`config.mk`:
```
export PLATFORM = sky130hd
export DESIGN_NAME = uart_tx_arbiter_flat
export DESIGN_NICKNAME = d
export VERILOG_FILES = /design/src/rtl/uart_tx_arbiter_pkg.sv /design/src/rtl/uart_tx_arbiter_if.sv /design/src/rtl/uart_tx_arbiter_rr_pick.sv /design/src/rtl/uart_tx_arbiter.sv /design/src/flat_wrapper.sv
export SDC_FILE = /design/constraint.sdc
export NUM_CORES = 1
export LEC_CHECK = 0
export ABC_AREA = 0
export CORE_MARGIN = 3
export CORE_UTILIZATION = 30
export DETAILED_ROUTE_END_ITERATION = 10
export PLACE_DENSITY_LB_ADDON = 0.2
export SYNTH_ARGS = -nofsm -noshare
export SYNTH_HDL_FRONTEND = slang
export SYNTH_SLANG_ARGS = --single-unit
```
`constraint.sdc`:
```
create_clock -name clk -period 8.35 [get_ports clk]
set_input_delay 2.0875 -clock clk [delete_from_list [all_inputs] [get_ports clk]]
set_output_delay 2.0875 -clock clk [all_outputs]
set_load 0.03 [all_outputs]
```
`src/rtl/uart_tx_arbiter_pkg.sv`:
```
// Shared types and helpers for the UART TX arbiter.
// State encoding is fixed so waveforms read the same across tools.
package uart_tx_arbiter_pkg;

    localparam int unsigned BYTE_W = 8;

    typedef enum logic [1:0] {
        UART_ARB_IDLE      = 2'd0,
        UART_ARB_START     = 2'd1,
        UART_ARB_WAIT_BUSY = 2'd2,
        UART_ARB_WAIT_DONE = 2'd3
    } arb_state_t;

    // Next round-robin position after id, wrapping at n.
    function automatic int unsigned rr_next(
        input int unsigned id,
        input int unsigned n
    );
        return (id + 1 >= n) ? 0 : id + 1;
    endfunction

endpackage

```
`src/rtl/uart_tx_arbiter_if.sv`:
```
// Requester byte handshakes plus the uart_tx start/busy handshake.
// master is the arbiter side, slave is the requesters and transmitter.
interface uart_tx_arbiter_if
    import uart_tx_arbiter_pkg::*;
#(
    parameter int NUM_REQ = 4
);
    localparam int IW = $clog2(NUM_REQ);

    logic [NUM_REQ-1:0]        req_valid;
    logic [NUM_REQ*BYTE_W-1:0] req_data;
    logic [NUM_REQ-1:0]        req_lock;
    logic [NUM_REQ-1:0]        req_ready;
    logic                      tx_start;
    logic [BYTE_W-1:0]         tx_data;
    logic                      tx_busy;
    logic                      grant_valid;
    logic [IW-1:0]             grant_id;
    logic                      timeout_err;

    modport master (
        input  req_valid, req_data, req_lock, tx_busy,
        output req_ready, tx_start, tx_data,
        output grant_valid, grant_id, timeout_err
    );

    modport slave (
        output req_valid, req_data, req_lock, tx_busy,
        input  req_ready, tx_start, tx_data,
        input  grant_valid, grant_id, timeout_err
    );

endinterface

```
`src/rtl/uart_tx_arbiter_rr_pick.sv`:
```
// Combinational round-robin picker: first set request at or
// above ptr, wrapping past the top index.
module rr_pick #(
    parameter  int NUM_REQ = 4,
    localparam int IW      = $clog2(NUM_REQ)
) (
    input  logic [NUM_REQ-1:0] req,
    input  logic [IW-1:0]      ptr,
    output logic [NUM_REQ-1:0] gnt,
    output logic [IW-1:0]      gnt_idx,
    output logic               any
);

    logic [IW-1:0] w_idx;
    logic          w_found;

    // Scan upward from ptr and keep the first hit.
    always_comb begin
        gnt     = '0;
        gnt_idx = '0;
        w_found = 1'b0;
        w_idx   = '0;
        for (int k = 0; k < NUM_REQ; k++) begin
            w_idx = IW'((32'(ptr) + 32'(k)) % NUM_REQ);
            if (!w_found && req[w_idx]) begin
                w_found = 1'b1;
                gnt_idx = w_idx;
            end
        end
        if (w_found) begin
            gnt[gnt_idx] = 1'b1;
        end
    end

    assign any = |req;

endmodule

```
`src/rtl/uart_tx_arbiter.sv`:
```
// Shares one uart_tx among NUM_REQ byte sources, one byte per
// frame, with optional grant lock and a tx_busy timeout.
module uart_tx_arbiter
    import uart_tx_arbiter_pkg::*;
#(
    parameter int NUM_REQ      = 4,
    parameter int BUSY_TIMEOUT = 64
) (
    input logic               clk,
    input logic               rst,
    uart_tx_arbiter_if.master bus
);

    localparam int IW = $clog2(NUM_REQ);
    localparam int CW = $clog2(BUSY_TIMEOUT + 1);
    localparam logic [CW-1:0] CNT_MAX  = CW'(BUSY_TIMEOUT);
    localparam logic [CW-1:0] CNT_LAST = CW'(BUSY_TIMEOUT - 1);

    arb_state_t        r_state;
    logic [IW-1:0]     r_ptr;
    logic [IW-1:0]     r_grant_id;
    logic              r_lock;
    logic              r_tx_start;
    logic              r_grant_valid;
    logic              r_timeout_err;
    logic [CW-1:0]     r_cnt;
    logic [BYTE_W-1:0] r_tx_data;

    logic               w_lock_hit;
    logic               w_any;
    logic               w_xfer;
    logic [NUM_REQ-1:0] w_pick_req;
    logic [NUM_REQ-1:0] w_gnt;
    logic [NUM_REQ-1:0] w_ready;
    logic [IW-1:0]      w_idx;
    logic [IW-1:0]      w_ptr_next;

    // A held lock with its owner still valid makes the owner the
    // only candidate; otherwise all valid requesters compete.
    always_comb begin
        w_lock_hit = r_lock & bus.req_valid[r_grant_id];
        w_pick_req = bus.req_valid;
        if (w_lock_hit) begin
            w_pick_req             = '0;
            w_pick_req[r_grant_id] = 1'b1;
        end
    end

    rr_pick #(
        .NUM_REQ (NUM_REQ)
    ) u_pick (
        .req     (w_pick_req),
        .ptr     (r_ptr),
        .gnt     (w_gnt),
        .gnt_idx (w_idx),
        .any     (w_any)
    );

    // Offer the winner only while idle with the transmitter free.
    always_comb begin
        w_ready = '0;
        if (!rst && r_state == UART_ARB_IDLE
            && !bus.tx_busy && w_any) begin
            w_ready = w_gnt;
        end
    end

    assign w_xfer     = |(w_ready & bus.req_valid);
    assign w_ptr_next = IW'(rr_next(32'(r_grant_id), NUM_REQ));

    // Frame sequencing, timeout counter, lock and rr pointer.
    always_ff @(posedge clk or posedge rst) begin
        if (rst) begin
            r_state       <= UART_ARB_IDLE;
            r_ptr         <= '0;
            r_grant_id    <= '0;
            r_lock        <= 1'b0;
            r_tx_start    <= 1'b0;
            r_grant_valid <= 1'b0;
            r_timeout_err <= 1'b0;
            r_cnt         <= '0;
            r_tx_data     <= '0;
        end else begin
            r_tx_start    <= 1'b0;
            r_timeout_err <= 1'b0;
            unique case (r_state)
                UART_ARB_IDLE: begin
                    if (w_xfer) begin
                        r_tx_data     <= bus.req_data[{w_idx, 3'b000} +: BYTE_W];
                        r_grant_id    <= w_idx;
                        r_lock        <= bus.req_lock[w_idx];
                        r_tx_start    <= 1'b1;
                        r_grant_valid <= 1'b1;
                        r_state       <= UART_ARB_START;
                    end else if (r_lock && !w_lock_hit) begin
                        r_lock <= 1'b0;
                    end
                end
                UART_ARB_START: begin
                    r_cnt   <= '0;
                    r_state <= UART_ARB_WAIT_BUSY;
                end
                UART_ARB_WAIT_BUSY: begin
                    if (bus.tx_busy) begin
                        r_state <= UART_ARB_WAIT_DONE;
                    end else if (r_cnt == CNT_LAST) begin
                        r_cnt         <= CNT_MAX;
                        r_timeout_err <= 1'b1;
                        r_lock        <= 1'b0;
                        r_ptr         <= w_ptr_next;
                        r_grant_valid <= 1'b0;
                        r_state       <= UART_ARB_IDLE;
                    end else if (r_cnt != CNT_MAX) begin
                        r_cnt <= r_cnt + 1'b1;
                    end
                end
                UART_ARB_WAIT_DONE: begin
                    if (!bus.tx_busy) begin
                        r_ptr         <= w_ptr_next;
                        r_grant_valid <= 1'b0;
                        r_state       <= UART_ARB_IDLE;
                    end
                end
                default: begin
                    r_state <= UART_ARB_IDLE;
                end
            endcase
        end
    end

    assign bus.req_ready   = w_ready;
    assign bus.tx_start    = r_tx_start;
    assign bus.tx_data     = r_tx_data;
    assign bus.grant_valid = r_grant_valid;
    assign bus.grant_id    = r_grant_id;
    assign bus.timeout_err = r_timeout_err;

endmodule
```
`src/flat_wrapper.sv`:
```
// flat-port wrapper written by rule: the top's interface ports become plain ports
module uart_tx_arbiter_flat import uart_tx_arbiter_pkg::*;
#(
    parameter int NUM_REQ      = 4,
    parameter int BUSY_TIMEOUT = 64
)
  (clk, rst, bus_req_valid, bus_req_data, bus_req_lock, bus_tx_busy, bus_req_ready, bus_tx_start, bus_tx_data, bus_grant_valid, bus_grant_id, bus_timeout_err);
  uart_tx_arbiter_if #(.NUM_REQ(NUM_REQ)) bus_i ();
  input logic clk;
  input logic rst;
  input wire logic [$bits(bus_i.req_valid)-1:0] bus_req_valid;
  input wire logic [$bits(bus_i.req_data)-1:0] bus_req_data;
  input wire logic [$bits(bus_i.req_lock)-1:0] bus_req_lock;
  input wire logic [$bits(bus_i.tx_busy)-1:0] bus_tx_busy;
  output wire logic [$bits(bus_i.req_ready)-1:0] bus_req_ready;
  output wire logic [$bits(bus_i.tx_start)-1:0] bus_tx_start;
  output wire logic [$bits(bus_i.tx_data)-1:0] bus_tx_data;
  output wire logic [$bits(bus_i.grant_valid)-1:0] bus_grant_valid;
  output wire logic [$bits(bus_i.grant_id)-1:0] bus_grant_id;
  output wire logic [$bits(bus_i.timeout_err)-1:0] bus_timeout_err;
  assign bus_i.req_valid = bus_req_valid;
  assign bus_i.req_data = bus_req_data;
  assign bus_i.req_lock = bus_req_lock;
  assign bus_i.tx_busy = bus_tx_busy;
  assign bus_req_ready = bus_i.req_ready;
  assign bus_tx_start = bus_i.tx_start;
  assign bus_tx_data = bus_i.tx_data;
  assign bus_grant_valid = bus_i.grant_valid;
  assign bus_grant_id = bus_i.grant_id;
  assign bus_timeout_err = bus_i.timeout_err;
  uart_tx_arbiter #(.NUM_REQ(NUM_REQ), .BUSY_TIMEOUT(BUSY_TIMEOUT)) u_core (.clk(clk), .rst(rst), .bus(bus_i));
endmodule
```
==> results.ini, run 1 <==
[power]
power_leakage_nw=1.17
p_sw_share_pct=44.0
p_sw_mw=0.323
pwr-share-comb_pct=62.7
irDropWorstVdd_v=0.000102
pwr-share-clk_pct=10.1
p_total_mw=0.734
power.density_nw_per_um2=265
internal_power_mw=0.411
seq_power_share_pct=27.2

[sta]
hold_viol=0
fin_skew_ns=0.00170
fmax_mhz=149
fin_crit_sh_pct=80.5
period_needed_ns=6.72
slew_violations=0
setup_tns_ns=0
fin_ws_ns=1.63
whs_ns=0.516
setup_viol=0
relSlewSlack_pct=35.6
tightestPinTransition_ns=0.965
grt_setup_unrepaired=no

[placed_design]
gp_congestion=0.860
pre_cts_ws_ns=1.61
post_dp_cell_area_sq_um=2720
port_buffers=59
hpwlAfterDp_um=4050
place_inst=340

[clock_tree]
cts-root-buf=clkbuf_8
holdBufCountCts=0
htree_levels=1
cts_buffers=3
cts_resized=0
path_clk_slew_ns=0.09
clk_latency_ns=0.27
clkSinkCount=25
cts_buffer_depth=2
cts_tree=built
cts_setup_buffers=0

[global_route]
grt_max_degree=26
gr-total-overflow=0
antenna_found_initial=0
grt_pass1_vias=1698
grt_pass1_wl_um=8350
track_usage_pct=13.3

[drt]
drt_iter0_markers=74
drtPass1Iterations=4
avgViaCountPerCell=5.16
wirelength_um=5230
route.detailed.drc=0
wl_per_cell_um=15.2
vias=1774
ant_nets=0

[die]
die-height_um=88.9
pin_count=60
core_area_sq_um=6490
start_util_pct=31.7
die-area_sq_um=7900
die_w_um=88.9
num_rows=29

[cells_and_area]
drive_gt1_share_pct=11.6
diodes=0
final_cells=344
area_delta_synth_final_pct=34.0
finalInstanceArea_sq_um=2760
final_common_cell=clkdlybuf4s50_1
final_cell_mix=clkdlybuf4s50_1 (59), dfrtp_1 (25), nand2_1 (22)
final_nets=322
post-route-util_pct=42.6

[critical_path]
crit_fanout=9
crit_path_max_incr_delay_ns=0.69
critPathSlowestCell=clkdlybuf4s50_1
crit_type=input port to output port
cpMostUsedCell=clkdlybuf4s50_1
path_cells=clkdlybuf4s50_1 > mux2i_1 > o22ai_4 > a2111oi_4 > a41oi_4 > inv_1 > nor2_1 > clkdlybuf4s50_1
start_kind=input port
cp-end-kind=output port
critPathArrivalTime_ns=4.63
cp.required_ns=6.26

[min_path]
hp-class=flop to flop

[logic_synthesis]
synth_area_leaders=dfrtp_1 (30%), mux4_1 (7.6%), ha_1 (6.7%), mux2_4 (5.1%), mux4_2 (4.4%)
syn_area_per_cell_sq_um=9.87
synth_top_flop_cell=dfrtp_1
yosysUniqueCellTypes=55
synth_warnings=0
ys_seq_elements=25
async_flop_share_pct=100
synth_top_area_share_pct=30.3
ys_seq_area_share_pct=30.3
synth_edf_count=0
synth.cell_area_sq_um=2060
yosysTopAreaCell=dfrtp_1
synthCells=209
syn-num-nets=263

[status]
status=finished, final reports clean

[run]
drv_cap=0

critical path, delay by kind of cell:
kind            cells  cell delay [ns]
mux                 1             0.17
buf+inv             3             1.40
simple gates        1             0.14
compound gates      3             0.83
cell families (layout without fill, tap and decap cells):
| group | after synthesis | count (layout) | synth area share (%) |
|---|---|---|---|
| AOI/OAI and AO/OA | 49 | 49 | 19.4 |
| adders and majority gates | 11 | 11 | 6.67 |
| buffers and inverters | 29 | 87 | 6.43 |
| DFF | 25 | 25 | 30.3 |
| muxes | 22 | 22 | 19.7 |
| and+or+nand+nor | 73 | 73 | 17.5 |
synthesized netlist by cell type, drive strengths merged, types with 2 or more instances:
library cell	number
a21oi	11
dfrtp	25
mux2i	3
nand2	23
buf	5
inv	21
mux4	10
o21ai	10
clkbuf	3
a31oi	3
o22ai	4
mux2	9
o221a	2
and2	2
nand2b	4
or3	2
nor4	3
nand3	5
o31ai	3
nor2	20
nor3	5
o41ai	3
or3b	2
ha	11
nor4b	2
flip-flops by register name (all words and copies together), names as in the netlist:
name and flops:
u_core.bus.grant_valid 1, u_core.bus.tx_start 1, u_core.bus.grant_id 2, u_core.r_ptr 2, u_core.r_cnt 7, u_core.bus.timeout_err 1
u_core.r_lock 1, u_core.bus.tx_data 8, u_core.r_state 2
final timing paths:
check	start	to	slack [ns]	depth (start not counted)
setup / recovery	bus_req_valid[3]	bus_req_ready[2]	1.63	8
min in group asynchronous	rst	u_core.r_ptr[1]	2.40	2
max in group asynchronous	rst	u_core.bus.grant_valid	5.37	2
hold reg to reg	u_core.bus.tx_data[0]	u_core.bus.tx_data[0]	0.52	1
hold / removal	u_core.bus.tx_data[0]	u_core.bus.tx_data[0]	0.52	1
setup reg to reg	u_core.bus.grant_id[0]	u_core.bus.tx_data[5]	5.10	10
power groups by stage:
stage          Clock (mW)  Sequential, mW  Combinational, mW
2_1_floorplan           0           0.237              0.287
3_3_place_gp            0           0.202              0.462
3_5_place_dp            0           0.201              0.463
4_1_cts            0.0776           0.200              0.465
5_1_grt            0.0830           0.206              0.503
6_report           0.0741           0.199              0.460
cell type report:
cell class                      instances  area [sq um]
Fill cell                             638          3730
Multi-Input combinational cell        155          1300
Sequential cell                        25           626
Timing Repair Buffer                   62           613
Tap cell                               77          96.3
Inverter                               21          78.8
Clock buffer                            3          41.3
Clock inverter                          1          5.00
metal layers:
layer	GRT usage, %	vias to the layer above	part of all wire [%]
met5	0	-	0
met4	2.34	0	0.98
met3	2.21	4	2.5
met2	21.2	37	49
met1	19.1	850	47
li1	-	883	-
(Power assumes the default switching activity.)
==> run 2: changes to the inputs <==
- clock period: 8.35 -> 6.1 ns (I/O delays scaled with it)
==> results.ini, run 2 (synthesis results as in run 1) <==
[die]
die_w_um=88.9
start_util_pct=31.7
num_rows=29
core_area_sq_um=6490
die-area_sq_um=7900
die-height_um=88.9
pin_count=60

[clock_tree]
holdBufCountCts=0
cts_buffers=3
cts-root-buf=clkbuf_8
clkSinkCount=25
clk_latency_ns=0.27
cts_resized=0
cts_buffer_depth=2
cts_setup_buffers=0
htree_levels=1
path_clk_slew_ns=0.09
cts_tree=built

[cells_and_area]
nFillCells=625
final_nets=323
final_cells=345
finalInstanceArea_sq_um=2770
diodes=0
area_delta_synth_final_pct=34.3
largest_reg_flops=8
final_cell_mix=clkdlybuf4s50_1 (59), dfrtp_1 (25), nand2_1 (22)
register_area_sq_um=626
final_common_cell=clkdlybuf4s50_1
drive_gt1_share_pct=11.6
post-route-util_pct=42.7
multi_input_area_sq_um=1300

[critical_path]
critPathArrivalTime_ns=3.97
start_kind=input port
r2r_slack_ns=2.86
critPathSlowestCell=clkdlybuf4s50_1
crit_type=input port to output port
cp.required_ns=4.58
timing.rr.end=u_core.bus.tx_data[5]
rr_worst_depth=10
crit_path_max_incr_delay_ns=0.68
path_cells=clkdlybuf4s50_1 > nor4_1 > or4_4 > a21oi_4 > o21ai_0 > nor2_1 > clkdlybuf4s50_1
r2r-start=u_core.bus.grant_id[0]
cp-end-kind=output port
cpMostUsedCell=clkdlybuf4s50_1
crit_fanout=8

[drt]
drt_iter0_markers=72
drtPass1Iterations=4
wl_per_cell_um=15.3
vias=1774
wirelength_um=5290
ant_nets=0
avgViaCountPerCell=5.14
route.detailed.drc=0

[placed_design]
place_inst=341
post_dp_cell_area_sq_um=2730
gp_congestion=0.837
pre_cts_ws_ns=0.621
port_buffers=59
hpwlAfterDp_um=4190

[global_route]
track_usage_pct=13.6
grt_pass1_wl_um=8510
grt_max_degree=26
antenna_found_initial=0
grt_pass1_vias=1687
gr-total-overflow=0

[power]
irDropWorstVdd_v=0.000127
power.density_nw_per_um2=363
p_total_mw=1.01
power_leakage_nw=1.17

[min_path]
min-delay-start=u_core.bus.tx_data[5]
holdPathEnd=u_core.bus.tx_data[5]
hp-class=flop to flop
hold_depth=1

[sta]
hold_viol=0
fin_skew_ns=0.00420
grt_setup_unrepaired=no
setup_tns_ns=0
whs_ns=0.515
tightestPinTransition_ns=0.996
period_needed_ns=5.49
fmax_mhz=182
relSlewSlack_pct=33.6
fin_crit_sh_pct=90.0
slew_violations=0
fin_ws_ns=0.608
setup_viol=0

[run]
drv_cap=0

[status]
status=finished, final reports clean

==> run 2: cell types whose count changed in the layout (fill, tap and decap cells not counted) <==
| cell | previous run | this run |
|---|---|---|
| buf_4 | 3 | 4 |
| clkbuf_1 | 0 | 1 |
| clkinv_2 | 1 | 0 |
==> run 2: worst max-delay path by stage <==
stage                          start          endpoint  depth (start not counted)
floorplan           bus_req_valid[3]  bus_req_ready[0]                          7
global placement    bus_req_valid[3]  bus_req_ready[2]                          7
detailed placement  bus_req_valid[3]  bus_req_ready[3]                          7
CTS                 bus_req_valid[3]  bus_req_ready[3]                          7
global route        bus_req_valid[3]  bus_req_ready[3]                          7
finish              bus_req_valid[3]  bus_req_ready[3]                          7
==> run 2: critical path: cells and delay by family <==
family	cells	cell delay (ns)
buf+inv	2	1.27
compound gates	2	0.46
simple gates	3	0.70
==> run 2: cell type report <==
type	count	share of cell area, %
timing repair buffer	63	22.4
clock buffer	4	1.63
inverter	21	2.85
multi-input combinational	155	47.1
sequential	25	22.6
tap	77	3.48
==> run 2: power breakdown <==
part	switching, mW	internal, mW
clock	0.0529	0.0467
sequential	0.0545	0.218
combinational	0.331	0.303
==> run 2: layer usage <==
layer | track usage [%] | vias up | part of all wire [%] | routed length, um
met5 | 0 | - | 0 | 0
met4 | 2.47 | 0 | 0.74 | 39
met3 | 1.47 | 4 | 2.4 | 125
met2 | 21.9 | 28 | 50 | 2620
met1 | 20.0 | 856 | 47 | 2510
li1 | - | 886 | - | -
==> run 3: changes to the inputs <==
- ABC_AREA: 0 -> 1
- CORE_UTILIZATION: 30 -> 36
==> results.ini, run 3 <==
[die]
start_util_pct=37.5
pin_count=60
die-area_sq_um=6720
die-height_um=82.0
core_area_sq_um=5540
die_w_um=82.0
num_rows=27

[cells_and_area]
drive_gt1_share_pct=11.9
area_delta_synth_final_pct=34.5
final_nets=407
final_common_cell=nand2_1
register_area_sq_um=626
largest_reg_flops=8
diodes=0
final_cell_mix=nand2_1 (91), clkdlybuf4s50_1 (59), inv_1 (28)
final_cells=424
nFillCells=601
multi_input_area_sq_um=1300

[sta]
relSlewSlack_pct=76.5
slew_violations=0
setup_tns_ns=0
tightestPinTransition_ns=0.353
period_needed_ns=5.74
fin_skew_ns=0.00629
hold_viol=0
fin_ws_ns=0.357
setup_viol=0
fmax_mhz=174
fin_crit_sh_pct=94.1
grt_setup_unrepaired=no

[critical_path]
r2r-start=u_core.bus.grant_id[0]
crit_type=input port to output port
critPathSlowestCell=clkdlybuf4s50_1
path_cells=clkdlybuf4s50_1 > nand2_1 > nand3_4 > nand4_1 > nand3_2 > nand2_1 > nand2_1 > nand2_2 > nand2_1 > nor2_1 > nor2_2 > inv_1 > nor3_1 > clkdlybuf4s50_1
cp-end-kind=output port
timing.rr.end=u_core.r_state[0]
crit_path_max_incr_delay_ns=0.69
cp.required_ns=4.58
start_kind=input port
cpMostUsedCell=nand2_1
rr_worst_depth=20
crit_fanout=8
critPathArrivalTime_ns=4.22
r2r_slack_ns=3.39

[min_path]
min-delay-start=u_core.bus.grant_valid
hold_depth=2
hp-class=flop to flop
holdPathEnd=u_core.bus.grant_valid

[power]
p_total_mw=1.48
power.density_nw_per_um2=531
irDropWorstVdd_v=0.000283
power_leakage_nw=1.29

[drt]
wirelength_um=5100
route.detailed.drc=0
avgViaCountPerCell=4.82
wl_per_cell_um=12.0
ant_nets=0
drt_iter0_markers=77
drtPass1Iterations=4
wl_met3_um=344
wl_met1_um=2360
highest_layer=met3
vias=2042
dr_wl_met2_um=2400

[logic_synthesis]
synth.cell_area_sq_um=2080
synth_top_area_share_pct=30.1
ys_seq_area_share_pct=30.1
async_flop_share_pct=100
synth_common_cells=nand2_1 (91), inv_1 (28), dfrtp_1 (25), nand3_1 (25), nor2_1 (15)
ys_seq_elements=25
synth_area_leaders=dfrtp_1 (30%), nand2_1 (16%), ha_1 (6.6%), nand3_1 (6.0%), inv_1 (5.1%)
synth_top_flop_cell=dfrtp_1
syn-num-nets=345
syn_area_per_cell_sq_um=7.14
yosysTopAreaCell=dfrtp_1
synth.most_common_cell=nand2_1
yosysUniqueCellTypes=31
synth_warnings=0
synthCells=291
synth_edf_count=0

[clock_tree]
cts-root-buf=clkbuf_8
cts_buffers=3
clkSinkCount=25
htree_levels=1
cts_buffer_depth=2
clk_latency_ns=0.28
cts_resized=0
cts_setup_buffers=0
cts_tree=built
path_clk_slew_ns=0.09
holdBufCountCts=0

[global_route]
antenna_found_initial=0
track_usage_pct=15.8
grt_pass1_wl_um=8500
grt_pass1_vias=1938
gr-total-overflow=0
grt_max_degree=26

[placed_design]
pre_cts_ws_ns=0.340
gp_congestion=0.832
place_inst=420
port_buffers=59
hpwlAfterDp_um=4150

[status]
status=finished, final reports clean

[run]
drv_cap=0

[run 3: cell count changes in the layout (fill, tap and decap cells not counted), sizes merged, moves of 4 or more]
cell / change
nand3: +29
a22oi: +5
nand2: +80
mux2: -9
inv: +12
o21ai: +8
mux4: -10
nand2b: -4
nand4: +11
[run 3: worst max path at each step]
stage	startpoint	endpoint	slack [ns]	cells past startpoint
floorplan	bus_req_valid[3]	bus_req_ready[3]	1.27	13
global placement	bus_req_valid[1]	bus_req_ready[3]	0.41	14
detailed placement	bus_req_valid[1]	bus_req_ready[1]	0.34	14
CTS	bus_req_valid[1]	bus_req_ready[1]	0.34	14
global route	bus_req_valid[3]	bus_req_ready[3]	0.007	15
finish	bus_req_valid[1]	bus_req_ready[3]	0.36	14
[run 3: cell families after synthesis]
family,Yosys count,share of synthesized area [%]
xor gates and xnor gates,1,0.422
DFF,25,30.1
AOI/OAI and AO/OA,39,11.6
and+or+nand+nor,176,43.8
adders and majority gates,11,6.62
buffers and inverters,39,7.46
[run 3: layout make-up]
class                           instances  area share, %
Tap cell                               72           3.22
Sequential cell                        25           22.4
Timing Repair Buffer                   60           21.4
Inverter                               36           4.83
Multi-Input combinational cell        227           46.4
Clock buffer                            3           1.48
Clock inverter                          1          0.269
[run 3: routing by layer]
layer / vias up / track usage, %
met5: - / 0
met4: 0 / 0.498
met3: 0 / 4.93
met2: 49 / 26.5
met1: 911 / 21.1
li1: 1082 / -
[run 3: critical path: cells and delay by family]
| kind | cells | cell delay (ns) |
|---|---|---|
| AND/OR/NAND/NOR | 11 | 1.32 |
| buffers and inverters | 3 | 1.37 |
[run 3: stage by stage]
step	hold WS, ns	area [sq um]	utilization [%]
6_report	0.481	2800	50.5
2_1_floorplan	0.475	2080	-
3_3_place_gp	0.466	2750	49.6
5_1_grt	0.518	2800	50.5
4_1_cts	0.488	2800	50.5
3_5_place_dp	0.466	2750	49.6
[run 3: where the power goes]
group	leakage [nW]	internal [mW]	switching, mW	total, mW
logic	0.946	0.386	0.713	1.10
registers	0.326	0.219	0.0626	0.281
clock network	0.0217	0.0464	0.0563	0.103
